File: src/rtl/rob_commit_ctrl.sv
// Retirement sequencer for the 3-wide ROB: commits up to three entries per cycle and runs squash/redirect/drain recovery.
// Optional halt support is compiled in when ROB_COMMIT_HALT_EN is defined.
module rob_commit_ctrl #(
   parameter int PRW           = 6,
   parameter int XLEN          = 32,
   parameter int SQUASH_CYCLES = 2,
   parameter int CNT_W         = 32
) (
`ifdef ROB_COMMIT_HALT_EN
   input  logic [2:0]        retire_halt,
   output logic              halted,
`endif
   input  logic              clock,
   input  logic              reset,
   input  logic [2:0]        retire_valid,
   input  logic [2:0]        retire_precise,
   input  logic [3*PRW-1:0]  retire_tp,
   input  logic [3*PRW-1:0]  retire_told,
   input  logic [3*XLEN-1:0] retire_target,
   input  logic              recover_done,
   output logic [2:0]        commit_valid,
   output logic [3*PRW-1:0]  commit_tp,
   output logic [3*PRW-1:0]  commit_told,
   output logic              squash,
   output logic              redirect_valid,
   output logic [XLEN-1:0]   redirect_pc,
   output logic              dispatch_stall,
   output logic [CNT_W-1:0]  commit_count
);

   localparam int SC_W = (SQUASH_CYCLES > 1) ? $clog2(SQUASH_CYCLES) : 1;

   typedef enum logic [1:0] {NORMAL, SQUASH, DRAIN} state_t;

   state_t            state_q, state_d;
   logic [SC_W-1:0]   sq_cnt_q, sq_cnt_d;
   logic [2:0]        commit_valid_q, commit_valid_d;
   logic [3*PRW-1:0]  commit_tp_q, commit_tp_d;
   logic [3*PRW-1:0]  commit_told_q, commit_told_d;
   logic              redirect_valid_q, redirect_valid_d;
   logic [XLEN-1:0]   redirect_pc_q, redirect_pc_d;
   logic [CNT_W-1:0]  commit_count_q, commit_count_d;
   logic              halted_q, halted_d;

   logic [2:0] halt_in;
   logic [2:0] stop;
   logic [2:0] take;
   logic [2:0] commit;
   logic       accept;
   logic       hit_any;
   logic [1:0] hit_slot;
   logic       go_squash;
   logic       go_halt;

`ifdef ROB_COMMIT_HALT_EN
   assign halt_in = retire_halt;
   assign halted  = halted_q;
`else
   assign halt_in = 3'b000;
`endif

   always_comb begin
      stop    = retire_precise | halt_in;
      // A stopping entry commits itself but cuts off every younger slot.
      take[2] = retire_valid[2];
      take[1] = retire_valid[1] & ~(retire_valid[2] & stop[2]);
      take[0] = retire_valid[0] & ~(retire_valid[2] & stop[2]) & ~(retire_valid[1] & stop[1]);
      accept  = (state_q == NORMAL) & ~halted_q;
      commit  = take & {3{accept}};

      hit_any  = 1'b0;
      hit_slot = 2'd0;
      for (int k = 0; k < 3; k++) begin
         if (commit[k] & stop[k]) begin
            hit_any  = 1'b1;
            hit_slot = 2'(k);
         end
      end
      go_halt   = hit_any & halt_in[hit_slot];
      go_squash = hit_any & retire_precise[hit_slot] & ~halt_in[hit_slot];
   end

   always_comb begin
      state_d          = state_q;
      sq_cnt_d         = sq_cnt_q;
      redirect_valid_d = 1'b0;
      redirect_pc_d    = redirect_pc_q;
      halted_d         = halted_q | go_halt;
      commit_valid_d   = commit;
      commit_tp_d      = '0;
      commit_told_d    = '0;
      for (int k = 0; k < 3; k++) begin
         if (commit[k]) begin
            commit_tp_d[k*PRW +: PRW]   = retire_tp[k*PRW +: PRW];
            commit_told_d[k*PRW +: PRW] = retire_told[k*PRW +: PRW];
         end
      end
      commit_count_d = commit_count_q + CNT_W'(commit[0]) + CNT_W'(commit[1]) + CNT_W'(commit[2]);

      case (state_q)
         NORMAL: begin
            if (go_squash) begin
               state_d          = SQUASH;
               sq_cnt_d         = SC_W'(SQUASH_CYCLES - 1);
               redirect_valid_d = 1'b1;
               redirect_pc_d    = retire_target[hit_slot*XLEN +: XLEN];
            end
         end
         SQUASH: begin
            if (sq_cnt_q == '0) state_d = DRAIN;
            else                sq_cnt_d = sq_cnt_q - 1'b1;
         end
         DRAIN: begin
            if (recover_done) state_d = NORMAL;
         end
         default: state_d = NORMAL;
      endcase
   end

   always_ff @(posedge clock) begin
      if (reset) begin
         state_q          <= NORMAL;
         sq_cnt_q         <= '0;
         commit_valid_q   <= '0;
         commit_tp_q      <= '0;
         commit_told_q    <= '0;
         redirect_valid_q <= 1'b0;
         redirect_pc_q    <= '0;
         commit_count_q   <= '0;
         halted_q         <= 1'b0;
      end else begin
         state_q          <= state_d;
         sq_cnt_q         <= sq_cnt_d;
         commit_valid_q   <= commit_valid_d;
         commit_tp_q      <= commit_tp_d;
         commit_told_q    <= commit_told_d;
         redirect_valid_q <= redirect_valid_d;
         redirect_pc_q    <= redirect_pc_d;
         commit_count_q   <= commit_count_d;
         halted_q         <= halted_d;
      end
   end

   // The ROB only ever retires a contiguous run starting at the oldest slot.
   always_ff @(posedge clock) begin
      if (!reset) begin
         assert (retire_valid inside {3'b000, 3'b100, 3'b110, 3'b111})
            else $fatal(1, "rob_commit_ctrl: non-contiguous retire_valid %b", retire_valid);
      end
   end

   assign commit_valid   = commit_valid_q;
   assign commit_tp      = commit_tp_q;
   assign commit_told    = commit_told_q;
   assign squash         = (state_q == SQUASH);
   assign dispatch_stall = (state_q != NORMAL);
   assign redirect_valid = redirect_valid_q;
   assign redirect_pc    = redirect_pc_q;
   assign commit_count   = commit_count_q;

endmodule

File: config.mk
export PLATFORM = sky130hd
export DESIGN_NAME = rob_commit_ctrl
export DESIGN_NICKNAME = d
export VERILOG_FILES = /design/src/rtl/rob_commit_ctrl.sv
export SDC_FILE = /design/constraint.sdc
export NUM_CORES = 1
export LEC_CHECK = 0
export ABC_CLOCK_PERIOD_IN_PS = 4200
export BUFFER_PORTS_ARGS = -buffer_cell sky130_fd_sc_hd__buf_2
export CAP_MARGIN = 10
export CORE_MARGIN = 2
export CORE_UTILIZATION = 45
export DETAILED_ROUTE_END_ITERATION = 7
export PLACE_DENSITY_LB_ADDON = 0.3
export SETUP_SLACK_MARGIN = 0.5
export SLEW_MARGIN = 10
export SYNTH_ARGS = -nofsm -noshare
export SYNTH_HDL_FRONTEND = slang
export SYNTH_SLANG_ARGS = --single-unit
File: constraint.sdc
create_clock -name clock -period 4.2 [get_ports clock]
set_input_delay 0.84 -clock clock [delete_from_list [all_inputs] [get_ports clock]]
set_output_delay 0.84 -clock clock [all_outputs]
set_load 0.02 [all_outputs]
==> qor.txt <==
Drt pass-1 iters -> 4
Layout cells sized above 1 -> 37.1%
Drt wl/cell -> 14.8 µm
Peak VDD IR -> 169 µV
Syn nets -> 653
Detail Route Antenna Nets -> 0
Async SR Flop Fraction -> 0%
# clock sinks -> 107
Syn Inst Count -> 508
Vias in the first global route -> 4485
Initial DRC count -> 144
Synth Flop Type -> dfxtp_1
Achievable frequency -> 295 MHz
Most frequent cell after synthesis -> dfxtp_1
Cts bufs inserted -> 9
Post-Place Cell Area -> 0.00586 mm²
Initial core utilization -> 46.5%
Worst-path clk slew -> 0.12 ns
Final nets -> 878
Fin. Hold Viols -> 0
Critical path's top delay family -> simple AND/OR/NAND/NOR gates
Finish-stage setup viols -> 0
Crit end category -> flop
Min-delay worst type -> reg2reg
Mean post-synth cell area -> 8.95 µm²
Seq/Total Area, Yosys -> 47.1%
Drt drc -> 0
Worst R2R Setup Slack -> 1.02 ns
Clock Skew -> 0.0132 ns
Final min period -> 3.39 ns
Crit-path slowest cell -> or4_1
First-pass GRT wire length -> 21.1 mm
# rows -> 36
Worst Path Buf+Inv -> 1
Die Height -> 104 µm
Grt total ovfl -> 0
Leak -> 0.00283 µW
Worst setup margin -> 0.809 ns
ANT cells -> 0
Initial antenna violation count -> 0
GP Congestion -> 0.899
Post-Synthesis Cell Area -> 0.00454 mm²
Vias per cell -> 5.32
Final worst-path cycle share -> 80.7%
Post-CTS Setup Repair Bufs -> 0
Headroom to the max-slew limit -> 27.5%
Clk root buf -> clkbuf_8
Path depth of the worst reg2reg path -> 10
Pint -> 1600 µW
Crit path required time -> 4.50 ns
Unrepaired setup endpoints after global routing -> false
Clock network power share -> 29.3%
Hold Buf Count CTS -> 0
Clock Latency Late Sink -> 0.36 ns
Yosys cell types -> 41
Die area -> 0.0109 mm²
CTS tree -> done
Pins Over Slew Limit -> 0
Worst-path cell chain -> buf_2 -> a211oi_2 -> nand3_1 -> xnor2_1 -> ha_1 -> ha_1 -> fa_1 -> nand2_1 -> or4_1 -> or4_1 -> a21oi_1
CP Capture Point -> commit_count[30]$_SDFF_PP0_
Tot GR Track Use -> 23.2%
Crit path launch type -> input pin
Setup tns final -> 0 ns
Worst Setup Path Type -> in2reg
Max Buffers Root-to-Sink -> 2
Status -> complete, no violations
Max-Cap Viols -> 0
Psw -> 717 µW
Pin count of the biggest net entering global routing -> 43
Synth top cells by count -> dfxtp_1 (107), nor2_1 (49), and2_1 (42)
Crit Path Max Fanout -> 8
Sw Ratio -> 31.0%
Area grow syn2layout -> 33.9%
Post-route cell area -> 0.00608 mm²
H-tree levels -> 3
Reg2Reg Launch Point -> state_q[1]$_SDFFE_PP0P_
Synth top area share -> 47.1%
Synth Warn # -> 0
Yosys top cell by area -> dfxtp_1
Flop pwr share -> 48.9%
Yosys reg bits -> 107
Critical Path Max Stage Delay -> 0.65 ns
Number of stages on the worst setup path -> 11
EDFF count, synth -> 0
Die W -> 104 µm
Post-CTS sizing -> 0
Comb pwr share -> 21.8%
Via count -> 4633
Dpl ws -> 0.423 ns
# port buffers -> 246
HPWL Detailed -> 9.76 mm
Cell Pwr Density -> 380 mW/mm²
CP startpoint -> retire_precise[2]
Ports -> 247
Main area contributors after synthesis -> dfxtp_1 (47%), and2_1 (5.8%), a211oi_1 (5.3%)
Core Footprint -> 0.00977 mm²
Worst-margin pin slew -> 1.09 ns
Final WL -> 12.9 mm
Arr. time, crit path -> 3.69 ns
Critical R2R Capture -> commit_count[30]$_SDFF_PP0_
worst reg2reg max path: cells and delay by family (launching register included):
kind                       cells  cell delay, ns
adders and majority gates      3            0.70
AOI/OAI and AO/OA              2            0.42
and+or+nand+nor                4            1.46
DFF                            1            0.39
xor gates and xnor gates       1            0.15
final cells by class:
type                            count  area (µm²)
Sequential cell                   107        2140
Timing Repair Buffer              253        1280
Inverter                            6        22.5
Multi-Input combinational cell    356        2240
Clock buffer                        9         124
Fill cell                         863        3690
Clock inverter                      7         103
Tap cell                          133         166
power by group through the flow:
stage	registers [µW]	logic (µW)	clock network, µW
finish	1130	505	677
global route	1140	558	735
CTS	1130	509	697
detailed placement	1160	509	0
global placement	1150	500	0
floorplan	1240	227	0
state kept, by name, indices dropped and copies added (netlist names):
name and cells:
commit_count 32, redirect_pc 32, commit_told 18, commit_tp 18
commit_valid 3, state_q 2, redirect_valid 1, sq_cnt_q 1
metal layers:
metal / wire length [µm] / part of all wire (%) / track usage (%) / up-vias
met5: 0 / 0 / 0 / -
met4: 259 / 2.0 / 8.78 / 0
met3: 742 / 5.8 / 4.01 / 22
met2: 6460 / 50 / 41.5 / 191
met1: 5400 / 42 / 27.4 / 2133
li1: - / - / - / 2287
cells by family after synthesis:
| family | share of synthesized area, % |
|---|---|
| flops | 47.1 |
| fa+ha+maj | 1.27 |
| simple gates | 27.5 |
| buf+inv | 3.91 |
| compound gates | 17.9 |
| xor+xnor | 2.12 |
| mux | 0.248 |
cell usage in the layout (no fill, tap or decap), types with 7 or more instances in the layout:
master	count
or4_1	16
clkbuf_8	9
a2bb2oi_1	21
o41ai_1	11
buf_4	7
a21oi_1	22
and2_1	42
nor2_1	49
nor3_1	22
and3_1	13
o31ai_1	15
a211oi_1	32
dfxtp_1	107
nand3b_1	11
nand2_1	37
buf_2	246
nand3_1	11
worst min-delay path by stage:
stage,from,to,slack (ns),depth (start not counted)
floorplan,sq_cnt_q$_SDFFE_PP0P_,sq_cnt_q$_SDFFE_PP0P_,0.45,2
global placement,sq_cnt_q$_SDFFE_PP0P_,state_q[0]$_SDFFE_PP0P_,0.46,2
detailed placement,sq_cnt_q$_SDFFE_PP0P_,sq_cnt_q$_SDFFE_PP0P_,0.47,2
CTS,sq_cnt_q$_SDFFE_PP0P_,sq_cnt_q$_SDFFE_PP0P_,0.49,2
global route,sq_cnt_q$_SDFFE_PP0P_,sq_cnt_q$_SDFFE_PP0P_,0.51,2
finish,sq_cnt_q$_SDFFE_PP0P_,state_q[0]$_SDFFE_PP0P_,0.49,2
stage by stage:
step / power [µW] / std cells / utilization (%) / hold WS [ns]
after floorplan: 1460 / 508 / - / 0.450
final: 2310 / 871 / 62.3 / 0.485
after global routing: 2440 / 871 / 62.3 / 0.512
after detailed placement: 1660 / 855 / 59.9 / 0.472
after CTS: 2340 / 871 / 62.3 / 0.488
after global placement: 1650 / 855 / 59.9 / 0.459
Power figures use the tool's default switching activity.
